==> src/rtl/vga_pkg.sv <==
// Shared timing constants, FSM state type and debug view for the VGA sync decoder.
// Build option VGA_RX_SYNC_EN (see vga_fall_detect) does not change anything here.
package vga_pkg;

  localparam int H_TOTAL      = 1600;
  localparam int H_DISP_START = 288;
  localparam int H_DISP       = 1280;
  localparam int V_TOTAL      = 521;
  localparam int V_DISP_START = 31;
  localparam int V_DISP       = 480;
  localparam int LOCK_FRAMES  = 2;

  typedef enum logic [1:0] {
    UNLOCKED = 2'd0,
    MEASURE  = 2'd1,
    LOCKED   = 2'd2
  } vga_rx_state_t;

  // Internal state exposed for checkers and bring-up.
  typedef struct packed {
    vga_rx_state_t state;
    logic [10:0]   hcnt;
    logic [9:0]    vcnt;
    logic          hcnt_valid;
    logic          bad_frame;
    logic [3:0]    good_cnt;
  } vga_rx_dbg_t;

endpackage

==> src/rtl/vga_fall_detect.sv <==
// Falling-edge detector for an active-low sync input. With VGA_RX_SYNC_EN defined the
// input first passes a 2-flop synchronizer (reset to 1), delaying the pulse by 2 cycles.
module vga_fall_detect
  import vga_pkg::*;
(
  input  logic clk,
  input  logic reset,
  input  logic sync_n,
  output logic fall
);

  logic sig;
  logic prev;

`ifdef VGA_RX_SYNC_EN
  logic [1:0] meta;

  always_ff @(posedge clk) begin
    if (reset) meta <= 2'b11;
    else       meta <= {meta[0], sync_n};
  end

  assign sig = meta[1];
`else
  assign sig = sync_n;
`endif

  always_ff @(posedge clk) begin
    if (reset) prev <= 1'b1;
    else       prev <= sig;
  end

  assign fall = prev & ~sig;

endmodule

==> src/rtl/vga_sync_decoder.sv <==
// VGA receive-side timing recovery: rebuilds h/v counters from HS/VS, checks line and
// frame lengths, locks after good frames. VGA_RX_SYNC_EN adds input synchronizers.
module vga_sync_decoder #(
  parameter int H_TOTAL      = vga_pkg::H_TOTAL,
  parameter int H_DISP_START = vga_pkg::H_DISP_START,
  parameter int H_DISP       = vga_pkg::H_DISP,
  parameter int V_TOTAL      = vga_pkg::V_TOTAL,
  parameter int V_DISP_START = vga_pkg::V_DISP_START,
  parameter int V_DISP       = vga_pkg::V_DISP,
  parameter int LOCK_FRAMES  = vga_pkg::LOCK_FRAMES
) (
  input  logic                CLOCK_50,
  input  logic                reset,
  input  logic                HS,
  input  logic                VS,
  output logic [9:0]          row,
  output logic [9:0]          col,
  output logic                de,
  output logic                locked,
  output logic                frame_start,
  output logic                line_err,
  output logic                frame_err,
  output vga_pkg::vga_rx_dbg_t dbg
);
  import vga_pkg::*;

  localparam logic [10:0] HCNT_MAX = 11'h7ff;
  localparam logic [10:0] H_LAST   = 11'(H_TOTAL - 1);
  localparam logic [10:0] H_ACT_LO = 11'(H_DISP_START);
  localparam logic [10:0] H_ACT_HI = 11'(H_DISP_START + H_DISP);
  localparam logic [9:0]  VCNT_MAX = 10'h3ff;
  localparam logic [9:0]  V_LAST   = 10'(V_TOTAL - 1);
  localparam logic [9:0]  V_ACT_LO = 10'(V_DISP_START);
  localparam logic [9:0]  V_ACT_HI = 10'(V_DISP_START + V_DISP);
  localparam logic [3:0]  LOCK_N   = 4'(LOCK_FRAMES);

  logic          hs_fall, vs_fall;
  logic [10:0]   hcnt;
  logic [9:0]    vcnt;
  logic          hcnt_valid, bad_frame;
  logic [3:0]    good_cnt;
  vga_rx_state_t state;
  logic          hs_timeout, len_err, frame_good, h_act, v_act;

  vga_fall_detect u_hs_fall (.clk(CLOCK_50), .reset(reset), .sync_n(HS), .fall(hs_fall));
  vga_fall_detect u_vs_fall (.clk(CLOCK_50), .reset(reset), .sync_n(VS), .fall(vs_fall));

  // A fall arriving exactly at saturation means HS did show up, so it is not a timeout.
  assign hs_timeout  = (hcnt == HCNT_MAX) & ~hs_fall;
  assign len_err     = hs_fall & hcnt_valid & (hcnt != H_LAST);
  assign line_err    = len_err | (hs_timeout & (state != UNLOCKED));
  assign frame_err   = vs_fall & (state != UNLOCKED) & (vcnt != V_LAST);
  assign frame_good  = (vcnt == V_LAST) & ~bad_frame & ~line_err;
  assign frame_start = vs_fall;

  always_ff @(posedge CLOCK_50) begin
    if (reset) begin
      hcnt       <= '0;
      vcnt       <= '0;
      hcnt_valid <= 1'b0;
      bad_frame  <= 1'b0;
    end else begin
      if (hs_fall)               hcnt <= '0;
      else if (hcnt != HCNT_MAX) hcnt <= hcnt + 11'd1;

      if (vs_fall)                          vcnt <= '0;
      else if (hs_fall && vcnt != VCNT_MAX) vcnt <= vcnt + 10'd1;

      if (hs_fall)         hcnt_valid <= 1'b1;
      else if (hs_timeout) hcnt_valid <= 1'b0;

      if (vs_fall)       bad_frame <= 1'b0;
      else if (line_err) bad_frame <= 1'b1;
    end
  end

  always_ff @(posedge CLOCK_50) begin
    if (reset) begin
      state    <= UNLOCKED;
      good_cnt <= '0;
      locked   <= 1'b0;
    end else if (hs_timeout) begin
      state    <= UNLOCKED;
      good_cnt <= '0;
      locked   <= 1'b0;
    end else begin
      case (state)
        UNLOCKED: begin
          if (vs_fall) begin
            state    <= MEASURE;
            good_cnt <= '0;
          end
        end
        MEASURE: begin
          if (vs_fall) begin
            if (!frame_good) begin
              good_cnt <= '0;
            end else if (good_cnt + 4'd1 >= LOCK_N) begin
              state    <= LOCKED;
              good_cnt <= '0;
              locked   <= 1'b1;
            end else begin
              good_cnt <= good_cnt + 4'd1;
            end
          end
        end
        LOCKED: begin
          if (line_err || frame_err) begin
            state    <= MEASURE;
            good_cnt <= '0;
            locked   <= 1'b0;
          end
        end
        default: begin
          state    <= UNLOCKED;
          good_cnt <= '0;
          locked   <= 1'b0;
        end
      endcase
    end
  end

  // Two CLOCK_50 cycles per pixel, hence the shift on the column.
  assign h_act = (hcnt >= H_ACT_LO) && (hcnt < H_ACT_HI);
  assign v_act = (vcnt >= V_ACT_LO) && (vcnt < V_ACT_HI);
  assign de    = locked & h_act & v_act;
  assign col   = de ? 10'((hcnt - H_ACT_LO) >> 1) : '0;
  assign row   = de ? (vcnt - V_ACT_LO) : '0;

  assign dbg = '{state: state, hcnt: hcnt, vcnt: vcnt, hcnt_valid: hcnt_valid,
                 bad_frame: bad_frame, good_cnt: good_cnt};

endmodule

==> config.mk <==
export PLATFORM = sky130hd
export DESIGN_NAME = vga_sync_decoder
export DESIGN_NICKNAME = d
export VERILOG_FILES = /design/src/rtl/vga_pkg.sv /design/src/rtl/vga_fall_detect.sv /design/src/rtl/vga_sync_decoder.sv
export SDC_FILE = /design/constraint.sdc
export NUM_CORES = 1
export LEC_CHECK = 0
export CAP_MARGIN = 0
export CORE_ASPECT_RATIO = 0.75
export CORE_MARGIN = 4
export CORE_UTILIZATION = 52
export CTS_CLUSTER_SIZE = 8
export DETAILED_ROUTE_END_ITERATION = 10
export PLACE_DENSITY = 0.93
export SYNTH_ARGS = -nofsm -noshare
export SYNTH_HDL_FRONTEND = slang
export SYNTH_SLANG_ARGS = --single-unit
==> constraint.sdc <==
create_clock -name CLOCK_50 -period 2.8 [get_ports CLOCK_50]
set_input_delay 0.42 -clock CLOCK_50 [delete_from_list [all_inputs] [get_ports CLOCK_50]]
set_output_delay 0.42 -clock CLOCK_50 [all_outputs]
set_load 0.01 [all_outputs]
==> reports/summary.md <==
The share of total power in sequential cells was 49.6%. The slack of the critical path came out at 0.1553 ns. For the number of nets in the synthesized netlist, the log shows 275. After synthesis, the share of cell area in mux cells is 0%. In this run, the number of DRC markers left after iteration 0 of detailed routing was 225. The congestion estimate from routability-driven global placement came to 0.8800. The run gives 2778 sq um as the post-placement cell area. The floorplan has 19 rows. The logs give 479 microns for the amount of wire on met3 after detailed routing and 9.5% for the combinational fraction of design power. During I/O placement, the number of pins put on the boundary was 58. Measured along the x axis, the die boundary spans 81.68 microns. The number of cells on the worst reg-to-reg path is 7. The floorplan step defined a die boundary enclosing 5166 sq um.

The synthesized area divided by synthesized cell count was 8.080 sq um; the wire length on met2 was 2899 microns. For this run, asynchronously set or reset flops after synthesis account for 0%. The fraction of the mapped netlist area in simple logic gates was 32.51%; the largest fanout of any net on the critical path was 7. Detailed routing inserted a total of 2183 vias. Summing the areas of all compound-gate instances in the mapped netlist gives 14.36% of the synthesized area.

After clock tree synthesis, the flow added hold-fix buffers numbering 0. The final number of hold-violating endpoints was 0; the critical path required time was 2.38 ns. The logs give 0 for the final count of pins violating max slew and 50 for the number of distinct standard cells referenced by the synthesized netlist. At the pin with the least slew margin, the transition time is 0.4459 ns.

The adder and majority cell fraction of the synthesized area came out at 5.319%. The number of antenna diodes in the final layout is 0. The run finished with clean final reports. In the routed design, unresolved DRC markers number 0. The sum of routed wire length over all layers is 6057 microns. The critical path is of the flop to output port type. The power per standard cell area came out at 331.5 nW/um^2. Count of state elements after synthesis: 32. After Yosys synthesis, XOR and XNOR cells account for 9.515% of the synthesized area. For the final routed database, the setup TNS stands at 0 ns. The synthesized design devotes to its leading area cell type 30.26% of total area. Subtracting the final worst setup slack from the clock period gives 2.645 ns. Overall power consumption after layout is estimated at 953.9 uW. Input and output buffers added on the ports amount to 57. The worst setup path is captured at an output port. Summed over all instances, the cell type with the most area after synthesis is sky130_fd_sc_hd__dfxtp_1. The clock transition at the register clock pins on the worst setup and hold paths after CTS was 0.06 ns; the design area was 2878 sq um. For the final database, setup skew stands at 0.005749 ns. The final period utilization is 94.45%, and the half-perimeter wire length of the detailed placement result is 4491 microns. The clock drives 32 sinks. The top routing layer in use was met4.

In the post-synthesis netlist, the biggest area contributors are sky130_fd_sc_hd__dfxtp_1 (30%), sky130_fd_sc_hd__nor2_1 (9.0%), sky130_fd_sc_hd__ha_1 (5.3%). The run gives 2 as the maximum buffer depth of the clock tree. The area of the core came out at 3780 sq um.

Once detail routing completed, the nets flagged for antenna violations numbered 0. The tools report the root buffer selected by CTS as sky130_fd_sc_hd__clkbuf_8. The ratio of cells with drive above 1 in the final layout works out to 13.23%. The logs give 5 for the number of buffers added by the clock tree synthesis step and 262 for the cell count after synthesis. The number of enable-type register cells in the synthesized netlist was 0; the global-route wire length before repair was 9984 microns. Netlist area before placement: 2117 sq um. The switching share of total power was 24.09%; the worst setup slack after placement was 0.1428 ns. Global routing finished with a remaining overflow of 0. From synthesis to final layout, the design area changed by 35.93%. Once the floorplan was initialized, standard cells occupied 56.01% of the core. The cell-internal power is 724.1 uW, and the worst hold path stage count is 1. During synthesis, Yosys emitted a total of 0 warnings. For this design the static power due to leakage is 0.001300 uW. The clock network burns 40.9% of the power. The dominant combinational cell family by area after synthesis was simple AND/OR/NAND/NOR gates.

The tools report the overall track demand over capacity in global routing as 24.63%. STA classifies the critical path startpoint as a flop. For the largest net degree at the start of global routing, the log shows 14. At the later pin of the worst-skew pair, clock insertion delay measures 0.29 ns. TritonCTS built the clock tree. Setup violations remaining at the end of the flow were counted as 0.

The number of antenna violations at the first check in global routing was 0; the wire length on met1 was 2565 microns. Before antenna repair, the detailed router went through 7 iterations. Across the VDD grid, the largest voltage drop is 0.3854 mV. STA puts the critical path data arrival time at 2.22 ns. The worst pin sits at a relative slew slack of 69.90%.

Based on the critical path, the design can be clocked at up to 378.1 MHz. The number of global-route vias before repair is 2130. Sequential elements use 30.26% of the synthesized area.

The run gives 2 as the number of levels the H-tree was split into. The most used flip-flop cell after synthesis is sky130_fd_sc_hd__dfxtp_1. In the final routed layout, each cell accounts on average for 16.07 microns. The worst hold-check path type was flop to flop.

The detail-routed via count per cell is 5.790. Switching power: 229.8 uW. Max-cap violations in this run came to 0. The floorplan die height is 63.26 microns.

The final-stage net count was 338.
==> worst paths after layout <==
check | from | to | slack [ns]
setup / recovery | hcnt[5]$_SDFFE_PP0P_ | col[7] | 0.16
hold / removal | good_cnt[2]$_SDFFE_PP0P_ | good_cnt[2]$_SDFFE_PP0P_ | 0.51
hold reg to reg | good_cnt[2]$_SDFFE_PP0P_ | good_cnt[2]$_SDFFE_PP0P_ | 0.51
setup reg to reg | hcnt[1]$_SDFFE_PP0P_ | good_cnt[3]$_SDFFE_PP0P_ | 0.77
==> synth_stat cells, types with 7 or more instances <==
cell and count:
sky130_fd_sc_hd__and3_1 8, sky130_fd_sc_hd__xor2_1 11, sky130_fd_sc_hd__ha_1 9, sky130_fd_sc_hd__buf_2 10
sky130_fd_sc_hd__nor2_1 51, sky130_fd_sc_hd__inv_1 18, sky130_fd_sc_hd__nand2_1 8, sky130_fd_sc_hd__dfxtp_1 32
sky130_fd_sc_hd__nor3_1 9, sky130_fd_sc_hd__nand4_1 7, sky130_fd_sc_hd__o21ai_0 7, sky130_fd_sc_hd__xnor2_1 12
==> metal layers <==
layer / vias up / track usage (%)
met5: - / 0
li1: 1020 / -
met2: 122 / 40.24
met4: 0 / 8.714
met3: 20 / 6.125
met1: 1021 / 31.18
==> critical path: stages (launching register included) <==
cell,delay (ns)
sky130_fd_sc_hd__dfxtp_1,0.33
sky130_fd_sc_hd__inv_1,0.11
sky130_fd_sc_hd__ha_2,0.21
sky130_fd_sc_hd__nor3b_2,0.17
sky130_fd_sc_hd__o21ai_0,0.11
sky130_fd_sc_hd__a31oi_1,0.21
sky130_fd_sc_hd__nand3_1,0.16
sky130_fd_sc_hd__buf_4,0.19
sky130_fd_sc_hd__nor3_1,0.17
sky130_fd_sc_hd__clkdlybuf4s15_1,0.26
==> flip-flops by register name (all words and copies together) (netlist names) <==
name / flops
hcnt_valid: 1
state: 2
u_vs_fall.prev: 1
u_hs_fall.prev: 1
locked: 1
hcnt: 11
vcnt: 10
bad_frame: 1
good_cnt: 4
==> cells in the final DEF, fill, tap and decap left out, drive strengths merged, types with 2 or more instances in the layout <==
| cell type | n |
|---|---|
| or2b | 2 |
| and4 | 3 |
| o21bai | 4 |
| a41oi | 2 |
| and3 | 11 |
| xor2 | 11 |
| dlygate4sd2 | 15 |
| clkbuf | 7 |
| nor2 | 51 |
| o31a | 2 |
| nand3 | 7 |
| nor3 | 9 |
| o21ai | 7 |
| dlymetal6s2s | 5 |
| inv | 18 |
| and4b | 2 |
| dfxtp | 32 |
| xnor2 | 12 |
| clkdlybuf4s50 | 36 |
| ha | 9 |
| a31oi | 5 |
| o21a | 3 |
| nand4 | 7 |
| a21oi | 6 |
| nand2b | 5 |
| or2 | 2 |
| nor4 | 5 |
| nand2 | 9 |
| a211oi | 2 |
| and2 | 6 |
| nor2b | 3 |
| a311oi | 2 |
| buf | 17 |
==> per-stage QoR <==
| stage | hold WS [ns] | instances | util, % |
|---|---|---|---|
| floorplan | 0.4875 | 262 | - |
| global placement | 0.4929 | 370 | 73.49 |
| global route | 0.5387 | 377 | 76.13 |
| CTS | 0.5121 | 377 | 75.67 |
| finish | 0.5144 | 377 | 76.13 |
| detailed placement | 0.5003 | 370 | 73.49 |
==> layout make-up <==
type / instances / area, sq um
flip-flops and latches: 32 / 641.9
multi-input cells: 194 / 1315
repair buffers: 74 / 691.9
fillers: 272 / 902.1
inverters: 18 / 67.56
clock buffers: 7 / 96.34
well taps: 52 / 65.06
==> power groups by stage <==
| stage | registers, uW | clock network (uW) | logic [uW] |
|---|---|---|---|
| detailed placement | 482 | 0 | 88.9 |
| global route | 473 | 413 | 98.9 |
| finish | 473 | 390 | 90.6 |
| floorplan | 483 | 0 | 48.4 |
| CTS | 472 | 393 | 89.9 |
| global placement | 481 | 0 | 87.2 |
==> logic make-up (layout without fill, tap and decap cells) <==
logic type	after synthesis	after routing
buffers and inverters	36	99
adders and majority gates	9	9
xor gates and xnor gates	23	23
AOI/OAI and AO/OA	36	36
DFF	32	32
and+or+nand+nor	126	126
==> repair_timing <==
action | 4_1_cts | 5_1_grt
resized for setup | 18 | 8
buffers inserted | 0 | 0
pin swaps | 2 | 1
endpoints found under the setup margin | 20 | 6
Note: power is estimated with default switching activity, not from simulation.
